===== src/rtl/pulse_extender_multi.sv =====
// Multi-channel pulse extender. Each channel turns a rising edge on its input into
// an output pulse whose length and retrigger behaviour are set through a set/ack port.
module pulse_extender_multi #(
    parameter int unsigned CHANNELS      = 4,
    parameter int unsigned CH_BITS       = 2,
    parameter int unsigned WIDTH_BITS    = 8,
    parameter int unsigned DEFAULT_WIDTH = 1
) (
    input  logic                  in_clock,
    input  logic                  in_reset_n,
    input  logic                  in_set,
    input  logic [CH_BITS-1:0]    in_channel,
    input  logic [WIDTH_BITS-1:0] in_value,
    input  logic                  in_mode,
    output logic                  out_ack,
    output logic                  out_err,
    input  logic [CHANNELS-1:0]   in_signal,
    output logic [CHANNELS-1:0]   out_signal,
    output logic                  out_busy
);

    localparam logic [CH_BITS:0]      CH_LIMIT  = (CH_BITS+1)'(CHANNELS);
    localparam logic [WIDTH_BITS-1:0] RST_WIDTH = WIDTH_BITS'(DEFAULT_WIDTH);

    logic [CHANNELS-1:0]   hist_q;
    logic [CHANNELS-1:0]   mode_q, mode_d;
    logic [CHANNELS-1:0]   act_mode_q, act_mode_d;
    logic [CHANNELS-1:0]   trig_c;
    logic [CHANNELS-1:0]   sig_d;
    logic [WIDTH_BITS-1:0] cnt_q   [CHANNELS];
    logic [WIDTH_BITS-1:0] cnt_d   [CHANNELS];
    logic [WIDTH_BITS-1:0] width_q [CHANNELS];
    logic [WIDTH_BITS-1:0] width_d [CHANNELS];
    logic                  set_ok_c;
    logic                  set_bad_c;

    // Next-state: edge detect, counter load/decrement, config write.
    always_comb begin
        set_ok_c   = in_set && ({1'b0, in_channel} < CH_LIMIT);
        set_bad_c  = in_set && !({1'b0, in_channel} < CH_LIMIT);
        trig_c     = in_signal & ~hist_q;
        mode_d     = mode_q;
        act_mode_d = act_mode_q;
        sig_d      = '0;
        for (int unsigned i = 0; i < CHANNELS; i++) begin
            cnt_d[i]   = cnt_q[i];
            width_d[i] = width_q[i];
            // Trigger loads the old width even if a write lands on the same edge.
            if (trig_c[i] && (width_q[i] != '0) && ((cnt_q[i] == '0) || act_mode_q[i])) begin
                cnt_d[i]      = width_q[i];
                act_mode_d[i] = mode_q[i];
            end else if (cnt_q[i] != '0) begin
                cnt_d[i] = cnt_q[i] - WIDTH_BITS'(1);
            end
            sig_d[i] = (cnt_d[i] != '0);
            if (set_ok_c && (in_channel == CH_BITS'(i))) begin
                width_d[i] = in_value;
                mode_d[i]  = in_mode;
            end
        end
    end

    // State and registered outputs.
    always_ff @(posedge in_clock or negedge in_reset_n) begin
        if (!in_reset_n) begin
            hist_q     <= '0;
            mode_q     <= '0;
            act_mode_q <= '0;
            out_signal <= '0;
            out_busy   <= 1'b0;
            out_ack    <= 1'b0;
            out_err    <= 1'b0;
            for (int unsigned i = 0; i < CHANNELS; i++) begin
                cnt_q[i]   <= '0;
                width_q[i] <= RST_WIDTH;
            end
        end else begin
            hist_q     <= in_signal;
            mode_q     <= mode_d;
            act_mode_q <= act_mode_d;
            out_signal <= sig_d;
            out_busy   <= |sig_d;
            out_ack    <= set_ok_c;
            out_err    <= set_bad_c;
            for (int unsigned i = 0; i < CHANNELS; i++) begin
                cnt_q[i]   <= cnt_d[i];
                width_q[i] <= width_d[i];
            end
        end
    end

endmodule


===== config.mk =====
export PLATFORM = sky130hd
export DESIGN_NAME = pulse_extender_multi
export DESIGN_NICKNAME = d
export VERILOG_FILES = /design/src/rtl/pulse_extender_multi.sv
export SDC_FILE = /design/constraint.sdc
export NUM_CORES = 1
export LEC_CHECK = 0
export CELL_PAD_IN_SITES_DETAIL_PLACEMENT = 0
export CELL_PAD_IN_SITES_GLOBAL_PLACEMENT = 1
export CORE_MARGIN = 10
export CORE_UTILIZATION = 45
export CTS_CLUSTER_SIZE = 28
export DETAILED_ROUTE_END_ITERATION = 6
export GPL_ROUTABILITY_DRIVEN = 1
export PLACE_DENSITY = 0.74
export SLEW_MARGIN = 40
export SYNTH_ARGS = -nofsm -noshare
export SYNTH_HDL_FRONTEND = slang
export SYNTH_SLANG_ARGS = --single-unit

===== constraint.sdc =====
create_clock -name in_clock -period 3.6 [get_ports in_clock]
set_input_delay 0.72 -clock in_clock [delete_from_list [all_inputs] [get_ports in_clock]]
set_output_delay 0.72 -clock in_clock [all_outputs]
set_load 0.01 [all_outputs]

==> After elaboration in Yosys (flattened, before gate mapping) <==
Index checks and enable logic that the tools add are counted.
{ "classes": {"n_addsub": 4, "mul": 0, "div": 0, "magnitude_cmp": 0, "n_eq_ne": 3, "n_shift": 0, "mux": 8, "bitwise": 2, "n_reduce_logical": 34} }
{ "ops": {"columns": ["cell", "n"], "rows": [
  ["$reduce_bool 8->1", 12],
  ["$mux 8", 8],
  ["$logic_not 8->1", 4],
  ["$sub 8x1->8 const B", 4],
  ["$logic_and 1x1->1", 12],
  ["$and 4x4->4", 1],
  ["$eq 2x2->1 const B", 2],
  ["$logic_or 1x1->1", 4],
  ["$not 4->4", 1],
  ["$reduce_or 4->1", 1],
  ["$eq 2x1->1 const B", 1],
  ["$logic_not 2->1", 1]
]} }
{ "totals": {"reg_bits": 82, "latchBits": 0, "mem_bits_rw": 0, "mem_bits_ro": 0, "inputBits": 18, "out_inout_bits": 7, "elab_cells": 71, "mem_count": 0} }

==> Depth between registers and ports, before layout <==
{ "logic_depth": {"ltp_word": 7, "depth_mapped": 11, "ltp_nobuf": 9} }

==> Worst setup path before layout <==
Ideal clock, no wire load.
{ "synth_path": {"kind": "reg2reg", "startpoint": "register cnt_q[0] in the netlist's numbering", "endpoint": "register out_busy", "setup_ns": 0.148, "arrival_time_ns": 2.598, "required_ns": 3.452, "setup_slack_ns": 0.855, "path_stages_with_launch": 12, "n_path_buf": 2, "synth_period_minus_slack_ns": 2.745, "path_cell_list": "dfrtp_1 inv_1 ha_1 nor3b_1 and2_1 buf_6 o21a_1 buf_6 mux2_4 or4_4 nor4b_4 nand4_1"} }
{ "synth_lines": {"columns": ["element", "line_no", "source"], "rows": [
  ["from (decl)", "30", "logic [WIDTH_BITS-1:0] cnt_q [CHANNELS];"],
  ["from (signal, indexed assignment)", "86", "cnt_q[i] <= cnt_d[i];"],
  ["to (signal assigned)", "82", "out_busy <= |sig_d;"],
  ["to (decl)", "19", "output logic out_busy"]
]} }

==> load_flow_metrics.sql <==
INSERT INTO impl_metrics (metric_group, metric, value, unit) VALUES
('outcome', 'status', 'completed', ''),
('routing', 'wirelength', '8.06', 'mm'),
('power', 'power_report.internal_total', '2.27', 'mW'),
('floorplanning', 'coreArea', '8680', 'µm²'),
('power', 'total_leakage_power', '1.94', 'nW'),
('placement', 'dpl.cell_count', '477', ''),
('finish', 'final_core_util', '53.5', '%'),
('floorplanning', 'starting_utilization_of_the_core_area', '46.2', '%'),
('hold_path', 'hold_class', 'in2async', ''),
('routing', 'drt_pass1_iterations', '6', ''),
('finish', 'finish.net_count', '405', ''),
('finish', 'sequential_area', '2060', 'µm²'),
('yosys', 'synth-adder-area-share', '2.19', '%'),
('finish', 'multi_input_comb_area', '1830', 'µm²'),
('yosys', 'synth_edf_count', '0', ''),
('routing', 'routed_wire_length_per_instance', '16.4', 'µm'),
('timing', 'grt_setup_unrepaired', 'no', ''),
('clocking', 'post_cts.resized_instances', '0', ''),
('finish', 'post_layout_nonfiller_instances', '492', ''),
('power', 'clk_pwr_share', '28.4', '%'),
('power', 'finalPower', '3.29', 'mW'),
('yosys', 'synthesis.instances', '349', ''),
('clocking', 'cts_hold_repair.buffers', '0', ''),
('clocking', 'worst_setup_hold_path_clk_slew', '80', 'ps'),
('critical_path', 'required', '3800', 'ps'),
('power', 'p_sw', '1.02', 'mW'),
('critical_path', 'setup.worst_path.start_class', 'flop', ''),
('clocking', 'clk-insertion-delay-late', '350', 'ps'),
('clocking', 'cts_made_buffers', '9', ''),
('yosys', 'yosysWarnings', '0', ''),
('critical_path', 'criticalPathCategory', 'reg2reg', ''),
('yosys', 'synthXorXnorAreaFrac', '3.28', '%'),
('run', 'maxCapViolations', '0', ''),
('floorplanning', 'overall_die_width', '114', 'µm'),
('timing', 'fmax', '333', 'MHz'),
('yosys', 'synth-seq-cells', '82', ''),
('global_routing', 'grt_use_total', '12.8', '%'),
('clocking', 'max-clock-path-buffers', '2', ''),
('timing', 'totalNegativeSetupSlack', '0', 'ps'),
('floorplanning', 'dieHeight', '114', 'µm'),
('critical_path', 'critPathMaxFanout', '8', ''),
('routing', 'drc_errors', '0', ''),
('power', 'netSwitchingFraction', '30.9', '%'),
('yosys', 'synth.mux.area_fraction', '17.9', '%'),
('yosys', 'synth_area', '4010', 'µm²'),
('yosys', 'ys_dominant_reg_cell', 'dfrtp_1', ''),
('power', 'ir_worst_vdd', '0.000318', 'V'),
('placement', 'dpl.hpwl', '5.97', 'mm'),
('finish', 'antenna-diode-count', '0', ''),
('power', 'share_of_power_burned_in_combinational_logic', '29.9', '%'),
('clocking', 'cts.repair_timing.setup_buffer_count', '0', ''),
('power', 'pwr_density_cell', '709', 'nW/µm²'),
('global_routing', 'globalRoute.totalOverflow', '0', ''),
('yosys', 'synth_cell_type_count', '49', ''),
('yosys', 'synth_async_sr_flop_share', '100', '%'),
('global_routing', 'grt_pass1_wl', '13.5', 'mm'),
('floorplanning', 'die_area', '13100', 'µm²'),
('yosys', 'syn-mean-instance-area', '11.5', 'µm²'),
('yosys', 'sequential_to_total_area_share_from_yosys_stat', '51.3', '%'),
('yosys', 'compound_gate_fraction_of_synth_area', '6.46', '%'),
('power', 'part_of_the_power_in_registers', '41.8', '%'),
('placement', 'gp_congestion', '0.830', ''),
('routing', 'first_iter_violations', '113', ''),
('timing', 'tightest_slew', '729', 'ps'),
('clocking', 'htreeDepth', '3', ''),
('timing', 'hold_viol', '0', ''),
('timing', 'fin_crit', '3000', 'ps'),
('floorplanning', 'top_level_pins', '25', ''),
('finish', 'area_growth', '15.8', '%'),
('critical_path', 'endpoint_kind', 'flop', ''),
('clocking', 'tritoncts', 'yes', '');
## power groups by stage
stage               clock (mW)  combinational (mW)  sequential [mW]
finish                   0.933               0.984             1.37
global route             0.985                1.12             1.42
CTS                      0.954               0.996             1.37
detailed placement           0               0.987             1.39
global placement             0               0.978             1.39
floorplan                    0               0.765             1.33
## layout by cell type (no fill, tap or decap), drive strengths merged, types with 5 or more instances in the layout
cell           netlist  layout
nand2               22      22
nand2b               7       7
xor2                 5       5
clkbuf               2      10
mux2                56      56
clkdlybuf4s50        0      22
xnor2               10      10
nor4                11      11
nor3b                5       5
a21oi               12      12
ha                   7       7
nor3                 9       9
nor2                27      27
bufinv               0       5
o21ai               15      15
dfrtp               78      78
mux2i                8       8
or4                  5       5
inv                 21      21
## final timing paths
| kind | start | endpoint | slack (ps) | cells past startpoint |
|---|---|---|---|---|
| hold reg to reg | mode_q[2] | act_mode_q[2] | 490 | 1 |
| max in group asynchronous | in_reset_n | act_mode_q[2] | 2700 | 1 |
| min in group in_clock | mode_q[2] | act_mode_q[2] | 490 | 1 |
| hold / removal | in_reset_n | cnt_q[1] | 420 | 1 |
| setup reg to reg | cnt_q[0] | out_busy | 600 | 9 |
| setup / recovery | cnt_q[0] | out_busy | 600 | 9 |
## logic make-up after synthesis
family	after synthesis
adder cells (fa/ha/maj)	7
flip-flops	82
buffers and inverters	27
XOR/XNOR	15
AO/OA/AOI/OAI	43
other	1
multiplexers	64
AND/OR/NAND/NOR	110
## cell type report
class	instances	share of cell area [%]
clock inverter	5	3.23
tap	108	2.91
sequential	82	44.3
timing repair buffer	26	5.47
inverter	21	1.70
clock buffer	10	2.96
multi-input combinational	240	39.4
## registers in the layout (all words and copies together) (netlist names)
name	flops
hist_q	4
out_ack	1
act_mode_q	4
out_busy	1
out_signal	4
cnt_q	32
mode_q	4
width_q	32
## synthesized netlist by cell type, drive strengths merged, types with 3 or more instances
cell type	count	area share (%)
nor3b	5	0.94
nand3	4	0.50
or4	5	1.1
nand2b	7	1.1
o21a	4	0.75
dfstp	4	2.6
buf	4	0.87
dfrtp	78	49
inv	21	2.0
ha	7	2.2
mux2i	8	2.0
nand3b	3	0.56
o31ai	3	0.56
xor2	5	1.1
xnor2	10	2.2
or3	4	0.62
nor2	27	2.6
nor3	9	1.1
nor4b	3	1.0
mux2	56	16
a21oi	12	1.5
nand2	22	2.1
o21ai	15	1.9
nor4	11	2.4
## routing by layer
metal | track usage, % | share of wire [%] | vias to the layer above | wire (µm)
met4 | 5.10 | 0.99 | 0 | 80
met2 | 19.4 | 46 | 43 | 3740
met5 | 0 | 0 | - | 0
met3 | 2.78 | 3.6 | 6 | 288
met1 | 17.3 | 49 | 1350 | 3960
li1 | - | - | 1304 | -
## worst max-delay path, cell delays in order (launching register included)
cell	delay, ps
dfrtp_1	430
inv_1	100
ha_1	170
nor3b_1	300
and2_1	210
o21a_1	360
mux2_2	400
or4_4	490
nor4b_4	280
nand4_1	120
## per-stage QoR
stage | hold WS (ps) | instance area (µm²) | setup WS [ps]
2_1_floorplan | 424 | 4010 | 855
3_3_place_gp | 478 | 4350 | 379
3_5_place_dp | 473 | 4350 | 267
4_1_cts | 435 | 4640 | 554
5_1_grt | 467 | 4640 | 244
6_report | 421 | 4640 | 600
No activity file was read; power rests on OpenSTA's default activity.
